File: config.mk
export PLATFORM = sky130hd
export DESIGN_NAME = uart_receive_flat
export DESIGN_NICKNAME = d
export VERILOG_FILES = /design/src/rtl/uart_receive_if.sv /design/src/rtl/uart_receive.sv /design/src/flat_wrapper.sv
export SDC_FILE = /design/constraint.sdc
export NUM_CORES = 1
export LEC_CHECK = 0
export ABC_AREA = 1
export BUFFER_PORTS_ARGS = -buffer_cell sky130_fd_sc_hd__buf_2
export CORE_MARGIN = 2
export CORE_UTILIZATION = 58
export DETAILED_ROUTE_END_ITERATION = 6
export PLACE_DENSITY_LB_ADDON = 0.1
export SYNTH_ARGS = -nofsm -noshare
export SYNTH_HDL_FRONTEND = slang
export SYNTH_SLANG_ARGS = --single-unit
export TNS_END_PERCENT = 10
File: constraint.sdc
create_clock -name clk -period 7.65 [get_ports clk]
set_clock_uncertainty 0.2 [all_clocks]
set_input_delay 0.765 -clock clk [delete_from_list [all_inputs] [get_ports clk]]
set_output_delay 0.765 -clock clk [all_outputs]
set_load 0.03 [all_outputs]
File: src/rtl/uart_receive_if.sv
// Register-bus bundle for the UART receive peripheral: address, write data,
// one-cycle write/read strobes and combinational read data.
interface uart_receive_if #(
  parameter int unsigned ADDR_WIDTH = 32,
  parameter int unsigned DATA_WIDTH = 32
);
  logic [ADDR_WIDTH-1:0] addr;
  logic [DATA_WIDTH-1:0] wdata;
  logic                  write;
  logic                  read;
  logic [DATA_WIDTH-1:0] rdata;

  modport slave  (input  addr, wdata, write, read, output rdata);
  modport master (output addr, wdata, write, read, input  rdata);
endinterface

File: src/rtl/uart_receive.sv
// UART 8N1 receiver: synchronises rx, samples mid-bit, pushes good bytes into
// a small FIFO and exposes DATA/STATUS registers on the register bus.
module uart_receive #(
  parameter int unsigned ADDR_WIDTH   = 32,
  parameter int unsigned DATA_WIDTH   = 32,
  parameter int unsigned CLKS_PER_BIT = 434,
  parameter int unsigned FIFO_DEPTH   = 8
) (
  input  logic           clk,
  input  logic           rst,
  input  logic           rx,
  uart_receive_if.slave  bus,
  output logic           rx_irq
);
  localparam int unsigned PTR_W  = $clog2(FIFO_DEPTH);
  localparam int unsigned CNT_W  = PTR_W + 1;
  localparam int unsigned BAUD_W = $clog2(CLKS_PER_BIT);
  localparam logic [BAUD_W-1:0] HALF_M1 = BAUD_W'(CLKS_PER_BIT / 2 - 1);
  localparam logic [BAUD_W-1:0] FULL_M1 = BAUD_W'(CLKS_PER_BIT - 1);

  typedef enum logic [1:0] {S_IDLE, S_START, S_DATA, S_STOP} state_t;

  state_t            r_state, w_state_nxt;
  logic              r_rx_s1, r_rx_s2;
  logic [BAUD_W-1:0] r_baud;
  logic [2:0]        r_bit;
  logic [7:0]        r_shift;
  logic              w_baud_clr, w_shift_en, w_push, w_frame_set;

  logic [7:0]        r_mem [FIFO_DEPTH];
  logic [PTR_W-1:0]  r_wptr, r_rptr;
  logic [CNT_W-1:0]  r_count;
  logic              r_frame_err, r_overrun;
  logic              w_sel_data, w_sel_stat, w_not_empty, w_full;
  logic              w_pop, w_push_ok, w_overrun_set;
  logic [3:0]        w_cnt_sat;
  logic              w_unused;

  always_ff @(posedge clk or posedge rst) begin
    if (rst) begin
      r_rx_s1 <= 1'b1;
      r_rx_s2 <= 1'b1;
      r_state <= S_IDLE;
      r_baud  <= '0;
      r_bit   <= '0;
      r_shift <= '0;
    end else begin
      r_rx_s1 <= rx;
      r_rx_s2 <= r_rx_s1;
      r_state <= w_state_nxt;
      r_baud  <= w_baud_clr ? '0 : r_baud + BAUD_W'(1);
      if (r_state != S_DATA) r_bit <= '0;
      else if (w_shift_en)   r_bit <= r_bit + 3'd1;
      if (w_shift_en) r_shift <= {r_rx_s2, r_shift[7:1]};
    end
  end

  always_comb begin
    w_state_nxt = r_state;
    w_baud_clr  = 1'b0;
    w_shift_en  = 1'b0;
    w_push      = 1'b0;
    w_frame_set = 1'b0;
    case (r_state)
      S_IDLE: begin
        w_baud_clr = 1'b1;
        if (!r_rx_s2) w_state_nxt = S_START;
      end
      S_START: if (r_baud == HALF_M1) begin
        w_baud_clr  = 1'b1;
        w_state_nxt = r_rx_s2 ? S_IDLE : S_DATA;
      end
      S_DATA: if (r_baud == FULL_M1) begin
        w_baud_clr = 1'b1;
        w_shift_en = 1'b1;
        if (r_bit == 3'd7) w_state_nxt = S_STOP;
      end
      S_STOP: if (r_baud == FULL_M1) begin
        w_baud_clr  = 1'b1;
        w_state_nxt = S_IDLE;
        if (r_rx_s2) w_push = 1'b1;
        else         w_frame_set = 1'b1;
      end
      default: w_state_nxt = S_IDLE;
    endcase
  end

  assign w_sel_data  = (bus.addr[3:2] == 2'd0);
  assign w_sel_stat  = (bus.addr[3:2] == 2'd1);
  assign w_not_empty = (r_count != '0);
  assign w_full      = (r_count == CNT_W'(FIFO_DEPTH));
  assign w_pop       = bus.read & w_sel_data & w_not_empty;
  // A pop in the same cycle frees a slot, so a push into a full FIFO still lands.
  assign w_push_ok     = w_push & (~w_full | w_pop);
  assign w_overrun_set = w_push & w_full & ~w_pop;

  always_ff @(posedge clk or posedge rst) begin
    if (rst) begin
      r_wptr      <= '0;
      r_rptr      <= '0;
      r_count     <= '0;
      r_frame_err <= 1'b0;
      r_overrun   <= 1'b0;
    end else begin
      if (w_push_ok) r_wptr <= r_wptr + PTR_W'(1);
      if (w_pop)     r_rptr <= r_rptr + PTR_W'(1);
      case ({w_push_ok, w_pop})
        2'b10:   r_count <= r_count + CNT_W'(1);
        2'b01:   r_count <= r_count - CNT_W'(1);
        default: r_count <= r_count;
      endcase
      if (w_frame_set)                               r_frame_err <= 1'b1;
      else if (bus.write && w_sel_stat && bus.wdata[2]) r_frame_err <= 1'b0;
      if (w_overrun_set)                             r_overrun <= 1'b1;
      else if (bus.write && w_sel_stat && bus.wdata[3]) r_overrun <= 1'b0;
    end
  end

  always_ff @(posedge clk) begin
    if (w_push_ok) r_mem[r_wptr] <= r_shift;
  end

  assign w_cnt_sat = (r_count > CNT_W'(15)) ? 4'hF : 4'(r_count);

  always_comb begin
    bus.rdata = '0;
    if (w_sel_data && w_not_empty)
      bus.rdata = DATA_WIDTH'(r_mem[r_rptr]);
    else if (w_sel_stat)
      bus.rdata = DATA_WIDTH'({w_cnt_sat, r_overrun, r_frame_err, w_full, w_not_empty});
  end

  assign rx_irq   = w_not_empty;
  assign w_unused = ^{bus.addr, bus.wdata};
endmodule

File: src/flat_wrapper.sv
// flat-port wrapper written by rule: the top's interface ports become plain ports
module uart_receive_flat 
#(
  parameter int unsigned ADDR_WIDTH   = 32,
  parameter int unsigned DATA_WIDTH   = 32,
  parameter int unsigned CLKS_PER_BIT = 434,
  parameter int unsigned FIFO_DEPTH   = 8
)
  (clk, rst, rx, rx_irq, bus_addr, bus_wdata, bus_write, bus_read, bus_rdata);
  uart_receive_if #(.ADDR_WIDTH(ADDR_WIDTH), .DATA_WIDTH(DATA_WIDTH)) bus_i ();
  input  logic clk;
  input  logic rst;
  input  logic rx;
  output logic rx_irq;
  input wire logic [$bits(bus_i.addr)-1:0] bus_addr;
  input wire logic [$bits(bus_i.wdata)-1:0] bus_wdata;
  input wire logic [$bits(bus_i.write)-1:0] bus_write;
  input wire logic [$bits(bus_i.read)-1:0] bus_read;
  output wire logic [$bits(bus_i.rdata)-1:0] bus_rdata;
  assign bus_i.addr = bus_addr;
  assign bus_i.wdata = bus_wdata;
  assign bus_i.write = bus_write;
  assign bus_i.read = bus_read;
  assign bus_rdata = bus_i.rdata;
  uart_receive #(.ADDR_WIDTH(ADDR_WIDTH), .DATA_WIDTH(DATA_WIDTH), .CLKS_PER_BIT(CLKS_PER_BIT), .FIFO_DEPTH(FIFO_DEPTH)) u_core (.clk(clk), .rst(rst), .rx(rx), .bus(bus_i), .rx_irq(rx_irq));
endmodule
# == Word level (Yosys, flattened, before mapping) ==
# Memory sizes are Yosys's and may differ from the RTL's.
# Cells that the tools add are included.
# totals
memories,1
output_inout_bits,33
ram_bits,64
regBits,36
inputBits,69
wordCells,86
# mem_list
memory,words,width,rd,rd_clocked_by_memory_dff,wr,line_no,text
u_core.r_mem,8,8,1,0,1,uart_receive.sv:30,logic [7:0] r_mem [FIFO_DEPTH];
# classes
n_bitwise,8
eq_ne,16
add_sub_neg,6
order_cmp,1
reduce_logical,13
n_mux,30
# op_table
operator,n
two-way mux 32 bit,1
two-way mux 1 bit,15
two-way mux 2 bit,6
"adder 3 x 1 -> 3 bit, second input constant",3
"adder 9 x 1 -> 9 bit, second input constant",1
"equality test 9 x 8 -> 1 bit, second input constant",1
"equality test 9 bit, second input constant",1
two-way mux 9 bit,1
two-way mux 8 bit,1
"!= test 2 x 1 -> 1 bit, second input constant",4
case mux 2 bit (4 select lines),1
case mux 4 bit (2 select lines),1
nonzero test 2 bit,4
"equality test 2 x 1 -> 1 bit, second input constant",3
"equality test 2 bit, second input constant",3
two-way mux 3 bit,2
bitwise AND 1 bit,5
AND reduction 5 bit,1
"adder 4 x 1 -> 4 bit, second input constant",1
"equality test 4 bit, second input constant",1
"greater-than comparator 4 bit, second input constant",1
logical AND 1 bit,4
zero test 2 bit,2
two-way mux 4 bit,1
other kinds (8),10

# == Logic depth before layout (Yosys ltp) ==
# depth
ltp_word,7
ltp_mapped,14
mapped_depth_nobuf,14

# == Worst setup path before layout ==
# No wires, ideal clock.
# synth_timing
path_kind,input-to-reg
start,input bus_addr[3]
end,"memory u_core.r_mem[0][0], enable pin"
path_slack_ns,4.856
setup_time_ns,0.383
t_arrival_ns,2.211
path_stages,8
n_path_buf,0
t_required_ns,7.067
cell_sequence,nor2_1 -> nand2_2 -> nor2_8 -> nor2_4 -> nor2_4 -> inv_2 -> or2_4 -> nor3_1
# synth_via
elab_chain_len,7
# synth_rtl
element,line_no,text
from (decl),flat_wrapper.sv:15,input wire logic [$bits(bus_i.addr)-1:0] bus_addr;
zero test 2 bit,uart_receive.sv:88,assign w_sel_data = (bus.addr[3:2] == 2'd0);
bitwise AND 1 bit (2 in a row),uart_receive.sv:92,assign w_pop = bus.read & w_sel_data & w_not_empty;
OR 1 bit,uart_receive.sv:94,assign w_push_ok = w_push & (~w_full | w_pop);
bitwise AND 1 bit,uart_receive.sv:94,
two-way mux 1 bit,uart_receive.sv:120,if (w_push_ok) r_mem[r_wptr] <= r_shift;
two-way mux 1 bit (not written as such),uart_receive.sv:120,
to (decl),uart_receive.sv:30,
# Every way passes these cells.

# == Final worst setup path ==
# layout_timing
start,register u_core.r_rptr[0]
end,output bus_rdata[2]
# layout_via
elab_chain_len,2
# layout_rtl
element,line_no,text
from (decl),uart_receive.sv:31,"logic [PTR_W-1:0] r_wptr, r_rptr;"
from (signal assigned),uart_receive.sv:106,if (w_pop) r_rptr <= r_rptr + PTR_W'(1);
memory (8 x 8 bit),--,
two-way mux 32 bit,uart_receive.sv:127,if (w_sel_data && w_not_empty)
to (decl),flat_wrapper.sv:19,output wire logic [$bits(bus_i.rdata)-1:0] bus_rdata;
# Every way passes these cells.

==> impl_results.md <==
* Total GRT Usage at 0.218
* Share of layout cells above drive strength 1 at 0.160
* Fin crit share at 0.475
* Clock root cell: clkbuf_8
* Antenna violation net count after detailed routing at 0
* Vias in the first global route at 2732
* Worst skew pair latency at 0.35 ns
* Hold Worst Slack at 0.160 ns
* Seq/Total Area, Yosys at 0.615
* First-pass iteration count of the detailed router at 4
* Min-delay worst type: flop to flop
* Detailed Place HPWL at 5610 um
* Final Critical Period at 3.63 ns
* Maximum VDD drop at 138 uV
* Worst Max-Slew Pin Slew at 1.04 ns
* Fillers at 605
* Die height at 93.0 um
* Routed WL at 8590 um
* Routed WL per cell at 16.1 um
* First-pass GRT wire length at 14000 um
* Post-synth EDFFs at 64
* Antenna violations before repair at 0
* Clk sink count at 100
* Largest net degree at the start of global routing at 37
* Setup violators final at 0
* Crit end category: output pin
* Initial core utilization at 0.597
* Grt ovf at 0
* Post-Syn Instances at 404
* PortBufs at 17
* Final net count at 502
* Residual DRC count at 0
* CP max FO at 35
* Footprint of the multi-input gates at 0.00150 mm^2
* Met3 Usage GRT at 0.0399
* Setup_tns at 0 ns
* TritonCTS Buffers at 9
* Core Util, Final at 0.639
* Setup CP Type: flop to output pin
* Worst EP arrival at 2.67 ns
* Final slew viol count at 0
* Vias per inst at 5.24
* RSZ-0062 raised after global routing: false
* Avg Cell Area, Syn at 11.4 um^2
* Gpl congestion at 0.831
* Met1 Use GR at 0.293
* H-tree depth at 3
* Mapped Area at 0.00459 mm^2
* CTS tree: done
* Via count at 2787
* Netlist cell types at 37
* Fmax at 0.275 GHz
* Area Overhead vs Synth at 7.00%
* Ant diodes at 0
* Clock-pin slew on the worst setup and hold paths at 0.10 ns
* Initial DRC Count at 220
* Core ar. at 0.00769 mm^2
* Slew headroom at 0.306
* Sequential cell area at 0.00283 mm^2
* Rows at 32
* Placed cell area at 0.00472 mm^2
* Total power at 1.29 mW
* Post-CTS Setup Bufs at 0
* Startpoint types: flop
* Power per cell area at 262 mW/mm^2
* Maxcap violations at 0
* IO Pins at 102
* Die width at 93.0 um
* Outcome: completed
* Cts-stage hold buffer count at 0
* Leak at 2.14 nW
* Die area at 0.00864 mm^2
* Async SR Flop Fraction at 0.360
* GRT met2 Usage at 0.373
* Resize count post-CTS at 0
* Final hold vios at 0
* GR peak layer: met2
* Critical Path RT at 6.68 ns
* Ys Warns at 0
* Final instance area at 0.00491 mm^2
* Main synth FF type: edfxtp_1
* Clock tree buffer depth at 2
* Synthesized flop and latch total at 100
report_power, final:
part           leakage (nW)  internal, mW  switching (mW)
sequential             1.18         0.588          0.0440
combinational         0.867         0.110           0.221
clock                0.0943         0.152           0.175
layout by cell type (no fill, tap or decap), types with 8 or more instances in the layout:
master,count
buf_2,17
clkbuf_8,9
conb_1,24
dfrtp_1,34
edfxtp_1,64
ha_1,8
inv_1,32
mux2i_1,14
nand2_1,43
nand2_2,8
nand3_1,13
nor2_1,36
nor3_1,12
o21ai_0,35
o221ai_1,14
through the flow:
stage | cells | setup WS [ns]
6_report | 532 | 4.02
5_1_grt | 532 | 3.75
4_1_cts | 532 | 3.95
3_5_place_dp | 516 | 4.33
3_3_place_gp | 516 | 4.37
2_1_floorplan | 427 | 4.86
layer usage:
metal	part of all wire	wire, um
met5	0	0
met4	0.0043	37
met3	0.048	411
met2	0.50	4340
met1	0.44	3800
flip-flops by register name, indices dropped and copies added, names as in the netlist, named ones only:
name and cells:
u_core.r_mem 64, u_core.r_baud 9, u_core.r_frame_err 1, u_core.r_rptr 3, u_core.r_count 4, u_core.r_rx_s2 1
u_core.r_wptr 3, u_core.r_bit 3, u_core.r_shift 8, u_core.r_overrun 1, u_core.r_rx_s1 1, u_core.r_state 1
logic make-up after synthesis:
kind of cell,share of synthesized area
compound gates,0.0924
xor+xnor,0.0114
fa+ha+maj,0.0218
buf+inv,0.0831
flops,0.615
mux,0.0305
other cells,0.000817
simple gates,0.144
worst paths after layout:
path | startpoint | endpoint | slack (ns) | cells after the start
worst max register to register | u_core.r_baud[1] | u_core.r_mem[2][1] | 4.83 | 10
min in group asynchronous | rst | u_core.r_count[0] | 0.29 | 3
worst min-delay path | u_core.r_rx_s1 | u_core.r_rx_s2 | 0.16 | 0
worst max-delay path | u_core.r_rptr[0] | bus_rdata[2] | 4.02 | 7
max in group asynchronous | rst | u_core.r_rx_s1 | 6.59 | 3
worst min register to register | u_core.r_rx_s1 | u_core.r_rx_s2 | 0.16 | 0
cells in the mapped netlist, drive strengths merged, types with 2 or more instances:
cell type / instances / share of area
dfrtp: 34 / 0.19
nand3: 14 / 0.018
clkbuf: 5 / 0.0041
o221ai: 14 / 0.027
edfxtp: 64 / 0.42
or2: 2 / 0.0033
dfstp: 2 / 0.011
o32ai: 3 / 0.0057
a22o: 2 / 0.0038
buf: 30 / 0.046
o21ai: 37 / 0.040
mux2i: 14 / 0.031
ha: 8 / 0.022
clkinv: 2 / 0.0016
nor2: 43 / 0.049
inv: 38 / 0.031
nand2: 52 / 0.049
and3: 3 / 0.0041
nor3: 18 / 0.021
o211ai: 3 / 0.0049
xor2: 6 / 0.011
a21oi: 5 / 0.0055
critical path, cell delays in order, from the launching register on:
cell and delay [ns]:
dfrtp_1 0.33, buf_4 0.39, clkinv_1 0.61, nor2_1 0.24, o221ai_1 0.16, nand3_1 0.20, o21ai_0 0.16, buf_2 0.21
layout make-up:
class / count / share of cell area
clock buffers: 10 / 0.0260
multi-input cells: 252 / 0.304
repair buffers: 22 / 0.0250
inverters: 40 / 0.0306
well taps: 102 / 0.0260
clock inverters: 6 / 0.0130
flip-flops and latches: 100 / 0.575
No activity file was read; power rests on OpenSTA's default activity.
